**config.mk**
```make
export PLATFORM = sky130hd
export DESIGN_NAME = register_uart_tx
export DESIGN_NICKNAME = d
export VERILOG_FILES = /design/src/rtl/register_uart_tx.sv
export SDC_FILE = /design/constraint.sdc
export NUM_CORES = 1
export LEC_CHECK = 0
export ABC_AREA = 1
export CAP_MARGIN = 10
export CORE_AREA = 2 2 108 120
export CTS_CLUSTER_SIZE = 12
export DETAILED_ROUTE_END_ITERATION = 8
export DIE_AREA = 0 0 110 122
export PLACE_DENSITY = 0.83
export SYNTH_ARGS = -nofsm -noshare
export SYNTH_HDL_FRONTEND = slang
export SYNTH_SLANG_ARGS = --single-unit
```
**constraint.sdc**
```tcl
create_clock -name clk -period 4.2 [get_ports clk]
set_input_delay 0.84 -clock clk [delete_from_list [all_inputs] [get_ports clk]]
set_output_delay 0.84 -clock clk [all_outputs]
set_load 0.01 [all_outputs]
```
**src/rtl/register_uart_tx.sv**
```systemverilog
// register_uart_tx: bus-mapped 8N1 serial transmitter with a byte FIFO.
// Bytes written to TX_INDEX are queued and shifted out LSB first on uart_tx.
//
// Ports:
//   clk                  system clock, rising edge
//   reset_n              async active-low reset
//   register_index       peripheral register index
//   register_read        read strobe
//   register_write       write strobe
//   register_write_value write data
//   register_read_value  combinational read data, 0 if unselected
//   uart_tx              serial line, idle high
module register_uart_tx #(
  parameter int          FIFO_DEPTH      = 8,
  parameter logic [15:0] DEFAULT_DIVISOR = 16'd434,
  parameter logic [6:0]  TX_INDEX        = 7'd0,
  parameter logic [6:0]  STATUS_INDEX    = 7'd2,
  parameter logic [6:0]  DIVISOR_INDEX   = 7'd3
) (
  input  logic        clk,
  input  logic        reset_n,
  input  logic [6:0]  register_index,
  input  logic        register_read,
  input  logic        register_write,
  input  logic [15:0] register_write_value,
  output logic [15:0] register_read_value,
  output logic        uart_tx
);

  localparam int AW = $clog2(FIFO_DEPTH);
  localparam int CW = AW + 1;
  localparam logic [CW-1:0] FULL_CNT = CW'(FIFO_DEPTH);

  typedef enum logic [1:0] {
    IDLE,
    START,
    DATA,
    STOP
  } state_t;

  logic [7:0]    mem [FIFO_DEPTH];
  logic [AW-1:0] wr_ptr;
  logic [AW-1:0] rd_ptr;
  logic [CW-1:0] count;
  logic [15:0]   divisor;
  logic          overflow;

  state_t        state;
  state_t        state_n;
  logic [15:0]   cnt;
  logic [15:0]   cnt_n;
  logic [15:0]   frame_div;
  logic [15:0]   frame_div_n;
  logic [2:0]    bit_idx;
  logic [2:0]    bit_idx_n;
  logic [7:0]    shreg;
  logic [7:0]    shreg_n;
  logic          tx;
  logic          tx_n;
  logic          pop;
  logic          start;

  logic full;
  logic empty;
  logic busy;
  logic push;
  logic push_ok;
  logic ovf_set;
  logic stat_rd;
  logic div_wr;

  assign full    = (count == FULL_CNT);
  assign empty   = (count == '0);
  assign busy    = (state != IDLE);
  assign push    = register_write && (register_index == TX_INDEX);
  assign div_wr  = register_write && (register_index == DIVISOR_INDEX);
  assign stat_rd = register_read && (register_index == STATUS_INDEX);
  // A pop in the same cycle frees the slot a full-FIFO push needs.
  assign push_ok = push && (!full || pop);
  assign ovf_set = push && full && !pop;
  assign uart_tx = tx;

  always_ff @(posedge clk) begin
    if (push_ok) begin
      mem[wr_ptr] <= register_write_value[7:0];
    end
  end

  always_ff @(posedge clk or negedge reset_n) begin
    if (!reset_n) begin
      wr_ptr <= '0;
      rd_ptr <= '0;
      count  <= '0;
    end else begin
      if (push_ok) begin
        wr_ptr <= wr_ptr + AW'(1);
      end
      if (pop) begin
        rd_ptr <= rd_ptr + AW'(1);
      end
      case ({push_ok, pop})
        2'b10:   count <= count + CW'(1);
        2'b01:   count <= count - CW'(1);
        default: count <= count;
      endcase
    end
  end

  always_ff @(posedge clk or negedge reset_n) begin
    if (!reset_n) begin
      divisor  <= DEFAULT_DIVISOR;
      overflow <= 1'b0;
    end else begin
      if (div_wr) begin
        divisor <= (register_write_value < 16'd2) ?
                   16'd2 : register_write_value;
      end
      // A fresh overflow beats the read-to-clear.
      if (ovf_set) begin
        overflow <= 1'b1;
      end else if (stat_rd) begin
        overflow <= 1'b0;
      end
    end
  end

  always_ff @(posedge clk or negedge reset_n) begin
    if (!reset_n) begin
      state     <= IDLE;
      cnt       <= '0;
      frame_div <= DEFAULT_DIVISOR;
      bit_idx   <= '0;
      shreg     <= '0;
      tx        <= 1'b1;
    end else begin
      state     <= state_n;
      cnt       <= cnt_n;
      frame_div <= frame_div_n;
      bit_idx   <= bit_idx_n;
      shreg     <= shreg_n;
      tx        <= tx_n;
    end
  end

  always_comb begin
    state_n     = state;
    cnt_n       = cnt;
    frame_div_n = frame_div;
    bit_idx_n   = bit_idx;
    shreg_n     = shreg;
    tx_n        = tx;
    pop         = 1'b0;
    start       = 1'b0;
    unique case (state)
      IDLE: begin
        start = !empty;
      end
      START: begin
        if (cnt == '0) begin
          tx_n      = shreg[0];
          bit_idx_n = '0;
          cnt_n     = frame_div - 16'd1;
          state_n   = DATA;
        end else begin
          cnt_n = cnt - 16'd1;
        end
      end
      DATA: begin
        if (cnt == '0) begin
          cnt_n = frame_div - 16'd1;
          if (bit_idx == 3'd7) begin
            tx_n    = 1'b1;
            state_n = STOP;
          end else begin
            shreg_n   = shreg >> 1;
            tx_n      = shreg[1];
            bit_idx_n = bit_idx + 3'd1;
          end
        end else begin
          cnt_n = cnt - 16'd1;
        end
      end
      STOP: begin
        if (cnt == '0) begin
          // Chain straight into the next start bit when data waits.
          if (!empty) begin
            start = 1'b1;
          end else begin
            state_n = IDLE;
          end
        end else begin
          cnt_n = cnt - 16'd1;
        end
      end
      default: begin
        state_n = IDLE;
      end
    endcase
    // Frame start: divisor is latched so mid-frame writes wait.
    if (start) begin
      pop         = 1'b1;
      shreg_n     = mem[rd_ptr];
      frame_div_n = divisor;
      cnt_n       = divisor - 16'd1;
      tx_n        = 1'b0;
      state_n     = START;
    end
  end

  always_comb begin
    register_read_value = '0;
    if (register_read) begin
      unique case (1'b1)
        (register_index == STATUS_INDEX): begin
          register_read_value = {8'(count), 4'b0,
                                 overflow, busy, empty, full};
        end
        (register_index == DIVISOR_INDEX): begin
          register_read_value = divisor;
        end
        default: begin
          register_read_value = '0;
        end
      endcase
    end
  end

endmodule

```
==> run summary <==
Max-Cap Viols - 0
Core area - 12300 um^2
Finish-stage setup viols - 0
Largest net degree at the start of global routing - 74
Post-synthesis sequential area ratio - 51.4%
Cell area after layout - 8550 um^2
CP peak stage delay - 0.59 ns
DR vias/cell - 5.64
Async S/R FF share, synth - 53.3%
Die H - 122 um
Port bufs - 43
Crit path cell chain - clkdlybuf4s50_1, nor3_1, nand4_1, inv_1, nand2_1, o22ai_1, clkdlybuf4s50_1
Synthesized area - 7310 um^2
CTS tree - built
Mapped Nets - 888
DRT iter0 DRCs - 614
Initial antenna violation count - 0
CP top delay family - buffers and inverters
Number of flops mapped to enable cells by yosys - 64
Slowest CP cell - clkdlybuf4s50_1
Htree depth - 4
Final Cycle Share - 91.1%
CP dominant cell by count - clkdlybuf4s50_1
HP Class - reg -> reg
First-pass GRT wire length - 28000 um
Antenna diode count - 0
Overall Global Routing Usage - 27.6%
Post-CTS sizing - 0
WP buf/inv - 3
Main synth FF type - edfxtp_1
Syn avg cell area - 8.66 um^2
Gr ovfl total - 0
Distinct cells, synth - 44
Layout Area Growth over Synthesis - 16.9%
DRC violations left - 0
Final hold viol count - 0
Pins Over Slew Limit - 0
Clock root cell - clkbuf_16
Max Fclk - 261 MHz
Reg clk slew, reported paths - 0.07 ns
WP depth - 7
Die Wd - 110 um
Clock Skews - 0.0107 ns
Clock Latency Late Sink - 0.44 ns
CP Class - in -> out
PwrDens - 399 nW/um^2
Final wirelength - 17300 um
Clock Sinks - 137
Number of vias in the routed layout - 6016
Cts bufs inserted - 17
Register area - 3760 um^2
Dpl hpwl - 11700 um
Critical path required time - 3.36 ns
I/O pins - 44
Clock buffer depth - 2
Hold depth - 2
Minimum clock period - 3.83 ns
Setup TNS - 0 ns
#FFs+latches synth - 137
Maximum vdd drop - 332 uV
Worst reg2reg path depth - 19
Slew HR - 35.5%
FILL cells - 909
Avg WL per Cell - 16.2 um
Syn Inst Count - 845
Startpoint types - input pin
Post-DP Area - 7930 um^2
Vias in the first global route - 5704
Status - finished, final reports clean
Crit path capture type - output pin
WP data arrival - 2.99 ns
Share of layout cells above drive strength 1 - 9.45%
Unrepaired setup endpoints after global routing - false
GP Congestion - 0.893
Syn. warnings - 0
DIE AREA - 13400 um^2
Final ANT Viol Nets - 0
Leakage - 0.00369 uW
Row cnt - 43
CP max FO - 16
Post-CTS setup buffers - 0
Final nets - 940
Area of the multi-input gates - 3090 um^2
Worst-Margin Slew - 0.968 ns
Initial Utilization - 59.4%
Hold Buf Count CTS - 0
TritonRoute pass-1 iters - 5
==> worst reg2reg max path, stage by stage, from the launching register on <==
cell,delay (ns)
dfrtp_1,0.36
inv_1,0.14
ha_1,0.25
inv_1,0.05
nor2_1,0.08
nand2_1,0.09
nor2_4,0.13
nand3_4,0.10
a21boi_4,0.22
nand2_2,0.14
inv_1,0.12
ha_1,0.27
nand2_1,0.09
nand2_1,0.05
a31oi_1,0.20
nand2_1,0.11
nand2_1,0.09
nand2_1,0.06
nand2_1,0.06
inv_1,0.03
==> where the power goes <==
part	leakage (uW)	internal, uW	switching, uW
Combinational	0.00204	139	226
Clock	0.000302	813	700
Sequential	0.00135	1470	56.4
==> final timing paths <==
kind                              startpoint                     end  slack, ns
min in group asynchronous            reset_n                 cnt[10]       0.53
hold reg to reg                      uart_tx                 uart_tx       0.47
max in group asynchronous            reset_n                overflow       3.01
setup / recovery           register_index[6]  register_read_value[8]       0.37
setup reg to reg                      cnt[0]                count[3]       1.47
hold / removal                       uart_tx                 uart_tx       0.47
==> synth_stat cells (all sizes together) (12+ instances only) <==
library cell,n,area (um^2)
xor2,24,210
o21ai,81,405
nand2,186,718
clkbuf,12,45.0
dfrtp,62,1550
nand3,75,393
nor3,15,75.1
edfxtp,64,1920
buf,14,86.3
ha,15,188
inv,87,327
nor2,122,495
==> cell usage in the layout, fill, tap and decap left out, types with 4 or more instances in the layout <==
cell / Yosys / routed
a21oi_1: 7 / 7
a31oi_1: 5 / 5
buf_4: 2 / 17
clkbuf_16: 0 / 17
clkdlybuf4s50_1: 0 / 42
clkinv_8: 0 / 7
dfrtp_1: 62 / 62
dfstp_2: 11 / 11
edfxtp_1: 64 / 64
ha_1: 15 / 15
inv_1: 86 / 86
inv_8: 0 / 5
mux2i_1: 10 / 10
nand2_1: 178 / 178
nand2_2: 8 / 8
nand3_1: 73 / 73
nand4_1: 8 / 8
nor2_1: 113 / 113
nor2_2: 6 / 6
nor3_1: 15 / 15
o211ai_1: 4 / 4
o21ai_0: 54 / 54
o21ai_1: 27 / 27
o221ai_1: 11 / 11
o22ai_1: 10 / 10
xnor2_1: 4 / 4
xor2_1: 24 / 24
==> per-layer routing <==
layer / global-route usage (%) / wire length (um) / vias up / part of all wire, %
met5: 0 / 0 / - / 0
met4: 7.99 / 215 / 0 / 1.2
met3: 6.80 / 1200 / 22 / 7.0
met2: 45.1 / 8540 / 219 / 49
met1: 36.6 / 7320 / 2829 / 42
li1: - / - / 2946 / -
==> final cells by class <==
type	instances	share of cell area, %
inverters	88	3.86
repair buffers	59	6.41
multi-input cells	594	36.1
clock buffers	17	4.98
flip-flops and latches	137	44.0
well taps	157	2.30
clock inverters	15	2.30
==> metrics by stage <==
| step | util (%) | hold WS [ns] | power [uW] | setup WS, ns | cells |
|---|---|---|---|---|---|
| global route | 69.4 | 0.503 | 3530 | 0.212 | 1067 |
| detailed placement | 64.3 | 0.466 | 1910 | 0.400 | 1035 |
| global placement | 64.3 | 0.460 | 1900 | 0.478 | 1035 |
| CTS | 69.4 | 0.477 | 3420 | 0.396 | 1067 |
| floorplan | - | 0.453 | 1790 | 1.51 | 845 |
| finish | 69.4 | 0.474 | 3410 | 0.374 | 1067 |
==> registers in the layout (all words and copies together), names as in the netlist <==
signal	cells
frame_div	16
cnt	16
mem	64
shreg	8
uart_tx	1
bit_idx	3
count	4
overflow	1
rd_ptr	3
wr_ptr	3
state	2
divisor	16
==> logic make-up after synthesis <==
kind of cell / after synthesis / synth area share [%]
xor gates and xnor gates: 28 / 3.35
AOI/OAI and AO/OA: 125 / 10.1
and+or+nand+nor: 414 / 24.4
adders and majority gates: 16 / 2.84
buffers and inverters: 114 / 6.31
muxes: 11 / 1.52
DFF: 137 / 51.4
Note: power is estimated with default switching activity, not from simulation.
